[src/rtl/fir4_pkg.sv]
// fir4_pkg -- shared definitions for the 4-tap moving-sum inverse decoder.
//
// Contents:
//   state_t      : decoder FSM state (RUN, ERR)
//   SUM_EXTRA    : extra bits of the incoming 4-tap sum over the sample width
//   DIFF_EXTRA   : extra bits of the signed difference over the sample width
//   sum_width()  : width of s_in / y_prev for a sample width w  (w+2)
//   diff_width() : width of the untruncated difference d         (w+3)
package fir4_pkg;

    typedef enum logic {
        RUN = 1'b0,
        ERR = 1'b1
    } state_t;

    localparam int SUM_EXTRA  = 2;
    localparam int DIFF_EXTRA = 3;

    function automatic int sum_width(input int w);
        return w + SUM_EXTRA;
    endfunction

    function automatic int diff_width(input int w);
        return w + DIFF_EXTRA;
    endfunction

endpackage

[src/rtl/fir4_inv_dec_if.sv]
// fir4_inv_dec_if -- sample stream bundle for fir4_inv_dec.
//
// Signals:
//   in_valid  : producer has a 4-tap sum on s_in
//   in_ready  : decoder accepts s_in this cycle
//   s_in      : unsigned 4-tap moving sum, w+2 bits
//   out_valid : a_out holds a recovered sample
//   out_ready : consumer takes a_out this cycle
//   a_out     : recovered sample, w bits
//   err       : sticky range error flag
// Modports:
//   slave  : the decoder side
//   master : the side driving the stream and consuming results
interface fir4_inv_dec_if
    import fir4_pkg::*;
#(
    parameter int w = 16
);

    logic                      in_valid;
    logic                      in_ready;
    logic [sum_width(w)-1:0]   s_in;
    logic                      out_valid;
    logic                      out_ready;
    logic [w-1:0]              a_out;
    logic                      err;

    modport slave (
        input  in_valid,
        input  s_in,
        input  out_ready,
        output in_ready,
        output out_valid,
        output a_out,
        output err
    );

    modport master (
        output in_valid,
        output s_in,
        output out_ready,
        input  in_ready,
        input  out_valid,
        input  a_out,
        input  err
    );

endinterface

[src/rtl/fir4_hist.sv]
// fir4_hist -- history storage for the inverse decoder.
//
// Holds the previous 4-tap sum (y_prev) and a 4-deep shift register of
// recovered samples. On load, y_prev takes y_in and the recovered sample
// a_in enters at depth 1 while older samples move one step deeper.
// reset and clr both zero everything.
//
// Ports:
//   clk, reset : clock, synchronous active-high reset
//   clr        : synchronous clear of the history
//   load       : update enable (one accepted sample)
//   y_in       : sum being accepted, w+2 bits
//   a_in       : recovered sample being accepted, w bits
//   y_prev     : previous accepted sum
//   a_d4       : recovered sample four acceptances ago
module fir4_hist
    import fir4_pkg::*;
#(
    parameter int w = 16
) (
    input  logic                    clk,
    input  logic                    reset,
    input  logic                    clr,
    input  logic                    load,
    input  logic [sum_width(w)-1:0] y_in,
    input  logic [w-1:0]            a_in,
    output logic [sum_width(w)-1:0] y_prev,
    output logic [w-1:0]            a_d4
);

    localparam int DEPTH = 4;

    logic [sum_width(w)-1:0] y_prev_reg;

    always_ff @(posedge clk) begin
        if (reset || clr) begin
            y_prev_reg <= '0;
        end else if (load) begin
            y_prev_reg <= y_in;
        end
    end

    generate
        for (genvar gi = 0; gi < DEPTH; gi++) begin : g_tap
            logic [w-1:0] tap_reg;
            if (gi == 0) begin : g_first
                always_ff @(posedge clk) begin
                    if (reset || clr) begin
                        tap_reg <= '0;
                    end else if (load) begin
                        tap_reg <= a_in;
                    end
                end
            end else begin : g_shift
                always_ff @(posedge clk) begin
                    if (reset || clr) begin
                        tap_reg <= '0;
                    end else if (load) begin
                        tap_reg <= g_tap[gi-1].tap_reg;
                    end
                end
            end
        end
    endgenerate

    assign y_prev = y_prev_reg;
    assign a_d4   = g_tap[DEPTH-1].tap_reg;

endmodule

[src/rtl/fir4_inv_dec.sv]
// fir4_inv_dec -- inverse of a unit-coefficient 4-tap moving sum.
//
// Given y[n] = a[n]+a[n-1]+a[n-2]+a[n-3], recovers
// a[n] = y[n] - y[n-1] + a[n-4] with a one-deep output register
// (latency 1, full throughput under valid/ready handshakes).
//
// Ports:
//   clk   : clock
//   reset : synchronous active-high reset (highest priority)
//   clr   : synchronous restart, clears history and error state
//   bus   : fir4_inv_dec_if.slave stream bundle (see interface file)
//
// Configuration macro FIR4INV_CHK_EN:
//   defined   : range check enabled; an out-of-range difference sends the
//               FSM to ERR, raising err and blocking input until clr/reset.
//   undefined : no FSM, err tied 0, out-of-range results wrap modulo 2^w.
module fir4_inv_dec
    import fir4_pkg::*;
#(
    parameter int w = 16
) (
    input  logic          clk,
    input  logic          reset,
    input  logic          clr,
    fir4_inv_dec_if.slave bus
);

    localparam int SW = sum_width(w);
    localparam int DW = diff_width(w);

    logic [SW-1:0] y_prev;
    logic [w-1:0]  a_d4;
    logic [DW-1:0] d;
    logic          run_ok;
    logic          in_ready;
    logic          accept;

    logic          out_valid_reg;
    logic [w-1:0]  a_out_reg;

    // The difference is formed at w+3 bits so that neither a negative result
    // nor one above 2^w-1 can alias into the legal range [0, 2^w-1].
    assign d = {1'b0, bus.s_in} - {1'b0, y_prev} + {{(DW-w){1'b0}}, a_d4};

    assign in_ready = run_ok && (!out_valid_reg || bus.out_ready);
    assign accept   = bus.in_valid && in_ready && !clr;

    fir4_hist #(.w(w)) u_hist (
        .clk    (clk),
        .reset  (reset),
        .clr    (clr),
        .load   (accept),
        .y_in   (bus.s_in),
        .a_in   (d[w-1:0]),
        .y_prev (y_prev),
        .a_d4   (a_d4)
    );

    // Output register: load on acceptance, drain on consume, hold otherwise.
    always_ff @(posedge clk) begin
        if (reset) begin
            out_valid_reg <= 1'b0;
            a_out_reg     <= '0;
        end else if (clr) begin
            out_valid_reg <= 1'b0;
        end else if (accept) begin
            out_valid_reg <= 1'b1;
            a_out_reg     <= d[w-1:0];
        end else if (bus.out_ready) begin
            out_valid_reg <= 1'b0;
        end
    end

`ifdef FIR4INV_CHK_EN
    state_t state_reg;
    state_t state_next;
    logic   out_of_range;

    // Any bit at or above w set means d is negative or exceeds 2^w-1.
    assign out_of_range = (d[DW-1:w] != '0);

    always_ff @(posedge clk) begin
        if (reset) begin
            state_reg <= RUN;
        end else begin
            state_reg <= state_next;
        end
    end

    always_comb begin
        state_next = state_reg;
        if (clr) begin
            state_next = RUN;
        end else if (accept && out_of_range) begin
            state_next = ERR;
        end
    end

    assign run_ok  = (state_reg == RUN);
    assign bus.err = (state_reg == ERR);
`else
    // Upper difference bits only matter for the range check.
    logic unused_d_upper;
    assign unused_d_upper = ^d[DW-1:w];

    assign run_ok  = 1'b1;
    assign bus.err = 1'b0;
`endif

    assign bus.in_ready  = in_ready;
    assign bus.out_valid = out_valid_reg;
    assign bus.a_out     = a_out_reg;

endmodule

[src/flat_wrapper.sv]
// flat-port wrapper written by rule: the top's interface ports become plain ports
module fir4_inv_dec_flat import fir4_pkg::*;
#(
    parameter int w = 16
)
  (clk, reset, clr, bus_in_valid, bus_s_in, bus_out_ready, bus_in_ready, bus_out_valid, bus_a_out, bus_err);
  fir4_inv_dec_if #(.w(w)) bus_i ();
  input  logic clk;
  input  logic reset;
  input  logic clr;
  input wire logic [$bits(bus_i.in_valid)-1:0] bus_in_valid;
  input wire logic [$bits(bus_i.s_in)-1:0] bus_s_in;
  input wire logic [$bits(bus_i.out_ready)-1:0] bus_out_ready;
  output wire logic [$bits(bus_i.in_ready)-1:0] bus_in_ready;
  output wire logic [$bits(bus_i.out_valid)-1:0] bus_out_valid;
  output wire logic [$bits(bus_i.a_out)-1:0] bus_a_out;
  output wire logic [$bits(bus_i.err)-1:0] bus_err;
  assign bus_i.in_valid = bus_in_valid;
  assign bus_i.s_in = bus_s_in;
  assign bus_i.out_ready = bus_out_ready;
  assign bus_in_ready = bus_i.in_ready;
  assign bus_out_valid = bus_i.out_valid;
  assign bus_a_out = bus_i.a_out;
  assign bus_err = bus_i.err;
  fir4_inv_dec #(.w(w)) u_core (.clk(clk), .reset(reset), .clr(clr), .bus(bus_i));
endmodule
[config.mk]
export PLATFORM = sky130hd
export DESIGN_NAME = fir4_inv_dec_flat
export DESIGN_NICKNAME = d
export VERILOG_FILES = /design/src/rtl/fir4_pkg.sv /design/src/rtl/fir4_inv_dec_if.sv /design/src/rtl/fir4_hist.sv /design/src/rtl/fir4_inv_dec.sv /design/src/flat_wrapper.sv
export SDC_FILE = /design/constraint.sdc
export NUM_CORES = 1
export LEC_CHECK = 0
export CAP_MARGIN = 20
export CELL_PAD_IN_SITES_DETAIL_PLACEMENT = 1
export CELL_PAD_IN_SITES_GLOBAL_PLACEMENT = 1
export CORE_UTILIZATION = 43
export DETAILED_ROUTE_END_ITERATION = 10
export PLACE_DENSITY = 0.78
export SLEW_MARGIN = 20
export SYNTH_ARGS = -nofsm -noshare
export SYNTH_HDL_FRONTEND = slang
export SYNTH_SLANG_ARGS = --single-unit
[constraint.sdc]
create_clock -name clk -period 4.1 [get_ports clk]
set_input_delay 1.23 -clock clk [delete_from_list [all_inputs] [get_ports clk]]
set_output_delay 1.23 -clock clk [all_outputs]
set_load 0.01 [all_outputs]
==> qor.csv, run 1 <==
metric,value,unit
tritoncts,yes,
totalPowerFinal,2.049,mW
synth_flop_cell,dfxtp_1,
clock.fmax,263.8,MHz
area_growth_syn_to_layout,16.56,%
remaining_drc_errors,0,
synth_enable_flop_cells,0,
startpoint_of_the_most_critical_setup_path,bus_s_in[10],
cp_slowest_stage_delay,0.54,ns
worst_clock_skew,0.01283,ns
critical_path_class,in2reg,
outcome,finished clean,
gr-total-overflow,0,
post_synth_num_cell_types,55,
num_rows,37,
placedCellCount,745,
grt_pass1_vias,4022,
grt_use_total,22.01,%
final_util,52.14,%
drt.antenna.violating_nets,0,
clock_buffers_created_by_tritoncts,9,
synthArstFlopShare,0,%
grt_start_max_net_pins,65,
clockRootBuffer,clkbuf_8,
layout.nets,674,
postLayoutSetupSlackWorst,0.3089,ns
critical_path.endpoint_type,flop,
detail_route.first_pass.iterations,4,
clkTransAtPathRegs,0.10,ns
tightestPinTransition,0.7028,ns
timing.slew.headroom,53.15,%
hold_viol_final,0,
critical_path.startpoint_type,primary input,
timing.hold.worst.class,reg2reg,
average_footprint_of_a_synthesized_cell,7.915,um2
place_ws,-0.09027,ns
initial_core_util,44.73,%
num-fill-cells,1282,
grt_setup_unrepaired,no,
worstSkewPairLatency,0.38,ns
tns,0,ns
critical_path.top_delay_family,adder cells,
p_leak,2.080,nW
final_min_period_over_clock_period,92.46,%
vias_per_cell,5.202,
max_h_tree_level,3,
insertedDiodeCount,0,
mean_routed_wirelength_per_cell,15.45,um
worst-endpoint-required,4.35,ns
yosysWarnings,0,
cts_resized,0,
first_pass_grt_wire_length,19290,um
grt_antenna_before_repair,0,
num_vias,3959,
syn_area,0.004638,mm2
layout.cells.non_filler,761,
finalCriticalPeriod,3.791,ns
io-pin-count,42,
detailed_place_hpwl,8516,um
worstPathMaxFanout,6,
critPathBufInv,3,
fp.coreArea,0.01037,mm2
postSynthNetCount,640,
clock-sinks,97,
timing.final.max_slew_violations,0,
ir_worst_vdd,0.1943,mV
clk_path_buf_depth,2,
dr.first_iter.drc_count,129,
ys_seq_area_share,41.87,%
hold_buffers,0,
cts.repair_timing.setup_buffer_count,0,
crit_chain,"clkdlybuf4s50_1, inv_1, fa_1, inv_1, ha_1, and4_4, a2111oi_0, a22oi_1, o21ai_1, mux2i_1, o21ai_1",
timing.final.setup_violations,0,
holdCritStartpoint,u_core.u_hist.g_tap[2].tap_reg[8],
largest_register_ffs,48,
rr_startpoint,u_core.u_hist.a_d4[10],
dieArea,0.01121,mm2
gp_congestion,0.8374,
drv.max_cap_violation_count,0,
crit_slowest_cell,fa_1,
power_per_cell_area,379.0,mW/mm2
finalWirelength,11760,um
dieHeight,105.9,um
syn_inst,586,
dieWidth,105.9,um
crit_arrival,4.04,ns
port_buffers,38,
drive_above_1_share,7.680,%
ys_ff_latch,97,
-- placed cells by master, fill, tap and decap left out, types with 2 or more instances in the layout --
master / n
o211ai_1: 2
inv_1: 61
or3_1: 3
a31o_2: 2
nand2_1: 171
nor2_1: 6
xnor2_1: 8
clkbuf_8: 10
a21oi_2: 3
o21ai_1: 4
and2_1: 2
xor2_1: 2
a31oi_1: 3
nor3_1: 4
fa_1: 15
nand3b_1: 2
a211oi_1: 7
nand3_1: 5
clkdlybuf4s50_1: 38
and3_1: 2
ha_1: 16
buf_4: 18
inv_6: 3
o21ai_0: 5
a21oi_1: 94
dfxtp_1: 97
nand2b_1: 3
mux2i_1: 4
a21o_1: 4
-- area by class of cell --
type | instances | area [um2] | share of cell area (%)
clock inverters | 6 | 72.57 | 1.342
repair buffers | 57 | 535.5 | 9.905
inverters | 61 | 229.0 | 4.235
multi-input cells | 394 | 2320 | 42.91
well taps | 136 | 170.2 | 3.147
clock buffers | 10 | 137.6 | 2.546
flip-flops and latches | 97 | 1942 | 35.92
-- metrics by stage --
stage	hold WS [ns]	instance area, um2
3_3_place_gp	0.4343	5196
3_5_place_dp	0.4473	5196
6_report	0.4468	5406
5_1_grt	0.4726	5406
4_1_cts	0.4490	5406
2_1_floorplan	0.4320	4638
-- cell usage after synthesis (all sizes together) (2+ instances only) --
cell,instances,area [um2]
nor2,6,22.52
a31oi,3,18.77
clkbuf,20,75.07
a21o,4,30.03
and4,2,20.02
and2,3,18.77
ha,16,200.2
mux2i,4,40.04
nand3,5,25.02
o211ai,3,27.52
dfxtp,97,1942
nand2,172,645.6
and3,2,12.51
xor2,2,17.52
a31o,3,26.28
inv,61,229.0
or3,3,18.77
a211oi,8,65.06
a21oi,97,496.7
buf,14,76.31
nor3,4,20.02
o21ai,10,53.80
fa,15,300.3
nand3b,2,15.01
nand2b,3,18.77
a22oi,2,20.02
xnor2,8,70.07
-- cells by family (layout without fill, tap and decap cells) --
group	after synthesis	count (layout)	share of synthesized area, %
xor gates and xnor gates	10	10	1.888
DFF	97	97	41.87
other	1	1	0.08085
buffers and inverters	95	134	8.200
adders and majority gates	31	31	10.79
muxes	4	4	0.8633
AOI/OAI and AO/OA	138	138	17.40
and+or+nand+nor	210	210	18.91
-- worst reg2reg max path, delay by kind of cell, from the launching register on --
| family | cells | cell delay (ns) |
|---|---|---|
| flip-flops | 1 | 0.34 |
| AO/OA/AOI/OAI | 4 | 0.73 |
| AND/OR/NAND/NOR | 1 | 0.20 |
| multiplexers | 1 | 0.33 |
| adder cells (fa/ha/maj) | 2 | 0.87 |
| buffers and inverters | 2 | 0.09 |
-- routing by layer --
metal / part of all wire (%) / global-route usage, %
met5: 0 / 0
met4: 2.3 / 9.821
met3: 3.6 / 3.030
met2: 49 / 37.68
met1: 45 / 27.47
-- power breakdown --
part           internal [mW]  switching (mW)  total (mW)
clock                  0.307           0.366       0.673
sequential             0.970          0.0176       0.988
combinational          0.166           0.222       0.388
total                   1.44           0.606        2.05
-- final timing paths --
| check | end | slack, ns | cells past startpoint |
|---|---|---|---|
| min | u_core.u_hist.a_d4[8] | 0.45 | 2 |
| max | u_core.bus.a_out[14] | 0.31 | 11 |
| max reg2reg | u_core.bus.a_out[14] | 1.40 | 10 |
| min reg2reg | u_core.u_hist.a_d4[8] | 0.45 | 2 |
(Power assumes the default switching activity.)
==> run 2: changes to the inputs <==
--- a/config.mk
+++ b/config.mk
@@ -10,7 +10,7 @@
 export CELL_PAD_IN_SITES_GLOBAL_PLACEMENT = 1
 export CORE_UTILIZATION = 43
 export DETAILED_ROUTE_END_ITERATION = 10
-export PLACE_DENSITY = 0.78
+export PLACE_DENSITY = 0.92
 export SLEW_MARGIN = 20
 export SYNTH_ARGS = -nofsm -noshare
 export SYNTH_HDL_FRONTEND = slang
==> run 2 against run 1 <==
- critical endpoint is now u_core.bus.a_out[11]
- maximum frequency fell by 2.3%
- global-route usage rose by 2.1 points
- clock skew barely moved
- via count rose by 4.2%
- die area did not move
==> qor.csv, run 2 (same netlist as run 1, synthesis figures left out) <==
metric,value,unit
outcome,finished clean,
worstPathMaxFanout,2,
crit_arrival,4.18,ns
critical_path.top_delay_family,compound AO/OA/AOI/OAI gates,
critical_path.startpoint_type,primary input,
critical_path.endpoint_type,flop,
insertedDiodeCount,0,
gp_congestion,0.8254,
placed_cell_area,0.005229,mm2
gr-total-overflow,0,
remaining_drc_errors,0,
critPathBufInv,3,
grt_pass1_vias,4513,
grt_use_total,24.15,%
final_min_period_over_clock_period,94.67,%
worst_clock_skew,0.01234,ns
timing.final.setup_violations,0,
layout.cells.most_common,nand2_1,
clockRootBuffer,clkbuf_8,
final_cell_mix,"nand2_1 (171), dfxtp_1 (97), a21oi_1 (94)",
port_buffers,38,
crit_chain,"clkdlybuf4s50_1, inv_1, fa_1, inv_1, ha_1, a211oi_1, o211ai_1, a31oi_1, xnor2_1, nand2_1, a21oi_1",
critical_path_class,in2reg,
p_leak,2.114,nW
mean_routed_wirelength_per_cell,16.30,um
grt_start_max_net_pins,66,
place_ws,-0.05800,ns
ir_worst_vdd,0.2741,mV
detail_route.first_pass.iterations,4,
num_rows,37,
drv.max_cap_violation_count,0,
hold_buffers,0,
initial_core_util,44.73,%
cp_slowest_stage_delay,0.63,ns
cts.repair_timing.setup_buffer_count,0,
clkTransAtPathRegs,0.09,ns
grt_setup_unrepaired,no,
tritoncts,yes,
first_pass_grt_wire_length,21310,um
placedCellCount,751,
drive_above_1_share,8.558,%
largest_register_ffs,48,
area_growth_syn_to_layout,17.67,%
crit_slowest_cell,fa_1,
fp.coreArea,0.01037,mm2
timing.final.max_slew_violations,0,
stdcell_area,0.005458,mm2
max_h_tree_level,3,
grt_antenna_before_repair,0,
dr.first_iter.drc_count,141,
layout.cells.non_filler,767,
tightestPinTransition,0.6832,ns
clk_path_buf_depth,2,
clock.fmax,257.6,MHz
finalWirelength,12500,um
dieWidth,105.9,um
postLayoutSetupSlackWorst,0.2185,ns
worstSkewPairLatency,0.37,ns
num_vias,4127,
finalCriticalPeriod,3.881,ns
worst-endpoint-required,4.40,ns
final.hold.worst_slack,0.4517,ns
layout.nets,680,
clock-sinks,97,
detailed_place_hpwl,8847,um
dieHeight,105.9,um
vias_per_cell,5.381,
cts_resized,0,
clock_buffers_created_by_tritoncts,9,
power_per_cell_area,385.2,mW/mm2
hold_viol_final,0,
drt.antenna.violating_nets,0,
dieArea,0.01121,mm2
critical_path.most_common_cell,inv_1,
timing.slew.headroom,54.45,%
timing.hold.worst.class,reg2reg,
io-pin-count,42,
==> run 2: area by class of cell <==
class / instances / area, um2
multi-input cells: 394 / 2320
clock inverters: 5 / 77.57
fillers: 1272 / 4912
flip-flops and latches: 97 / 1942
clock buffers: 11 / 151.4
well taps: 136 / 170.2
inverters: 61 / 229.0
repair buffers: 63 / 568.0
==> run 2: path summary, 6_finish.rpt <==
path	cells past startpoint	end	slack [ns]	from
hold / removal	2	u_core.u_hist.g_tap[2].tap_reg[11]	0.45	u_core.u_hist.g_tap[1].tap_reg[11]
setup reg to reg	10	u_core.bus.a_out[11]	1.29	u_core.u_hist.a_d4[1]
hold reg to reg	2	u_core.u_hist.g_tap[2].tap_reg[11]	0.45	u_core.u_hist.g_tap[1].tap_reg[11]
setup / recovery	11	u_core.bus.a_out[11]	0.22	bus_s_in[1]
==> run 2: where the power goes <==
| part | switching, mW | internal (mW) |
|---|---|---|
| Clock | 0.336 | 0.375 |
| Combinational | 0.229 | 0.173 |
| Sequential | 0.0183 | 0.970 |
==> run 2: worst register-to-register path: cells and delay by family, from the launching register on <==
family,cells,cell delay [ns]
XOR/XNOR,1,0.19
AO/OA/AOI/OAI,4,1.00
adder cells (fa/ha/maj),2,0.88
flip-flops,1,0.35
buffers and inverters,2,0.14
AND/OR/NAND/NOR,1,0.19
==> run 2: routing by layer <==
layer	share of wire [%]	vias up	GRT usage [%]	wire length (um)
met5	0	-	0	0
met4	2.8	0	10.22	345
met3	3.4	29	4.638	427
met2	50	66	43.14	6288
met1	44	2056	28.02	5438
li1	-	1976	-	-
==> run 2: through the flow <==
stage | power (mW) | util (%) | setup TNS, ns
after floorplan | 1.250 | - | 0
after global placement | 1.388 | 50.42 | -0.006040
after detailed placement | 1.409 | 50.42 | -0.2451
after CTS | 2.121 | 52.63 | 0
after global routing | 2.208 | 52.63 | 0
final | 2.102 | 52.63 | 0
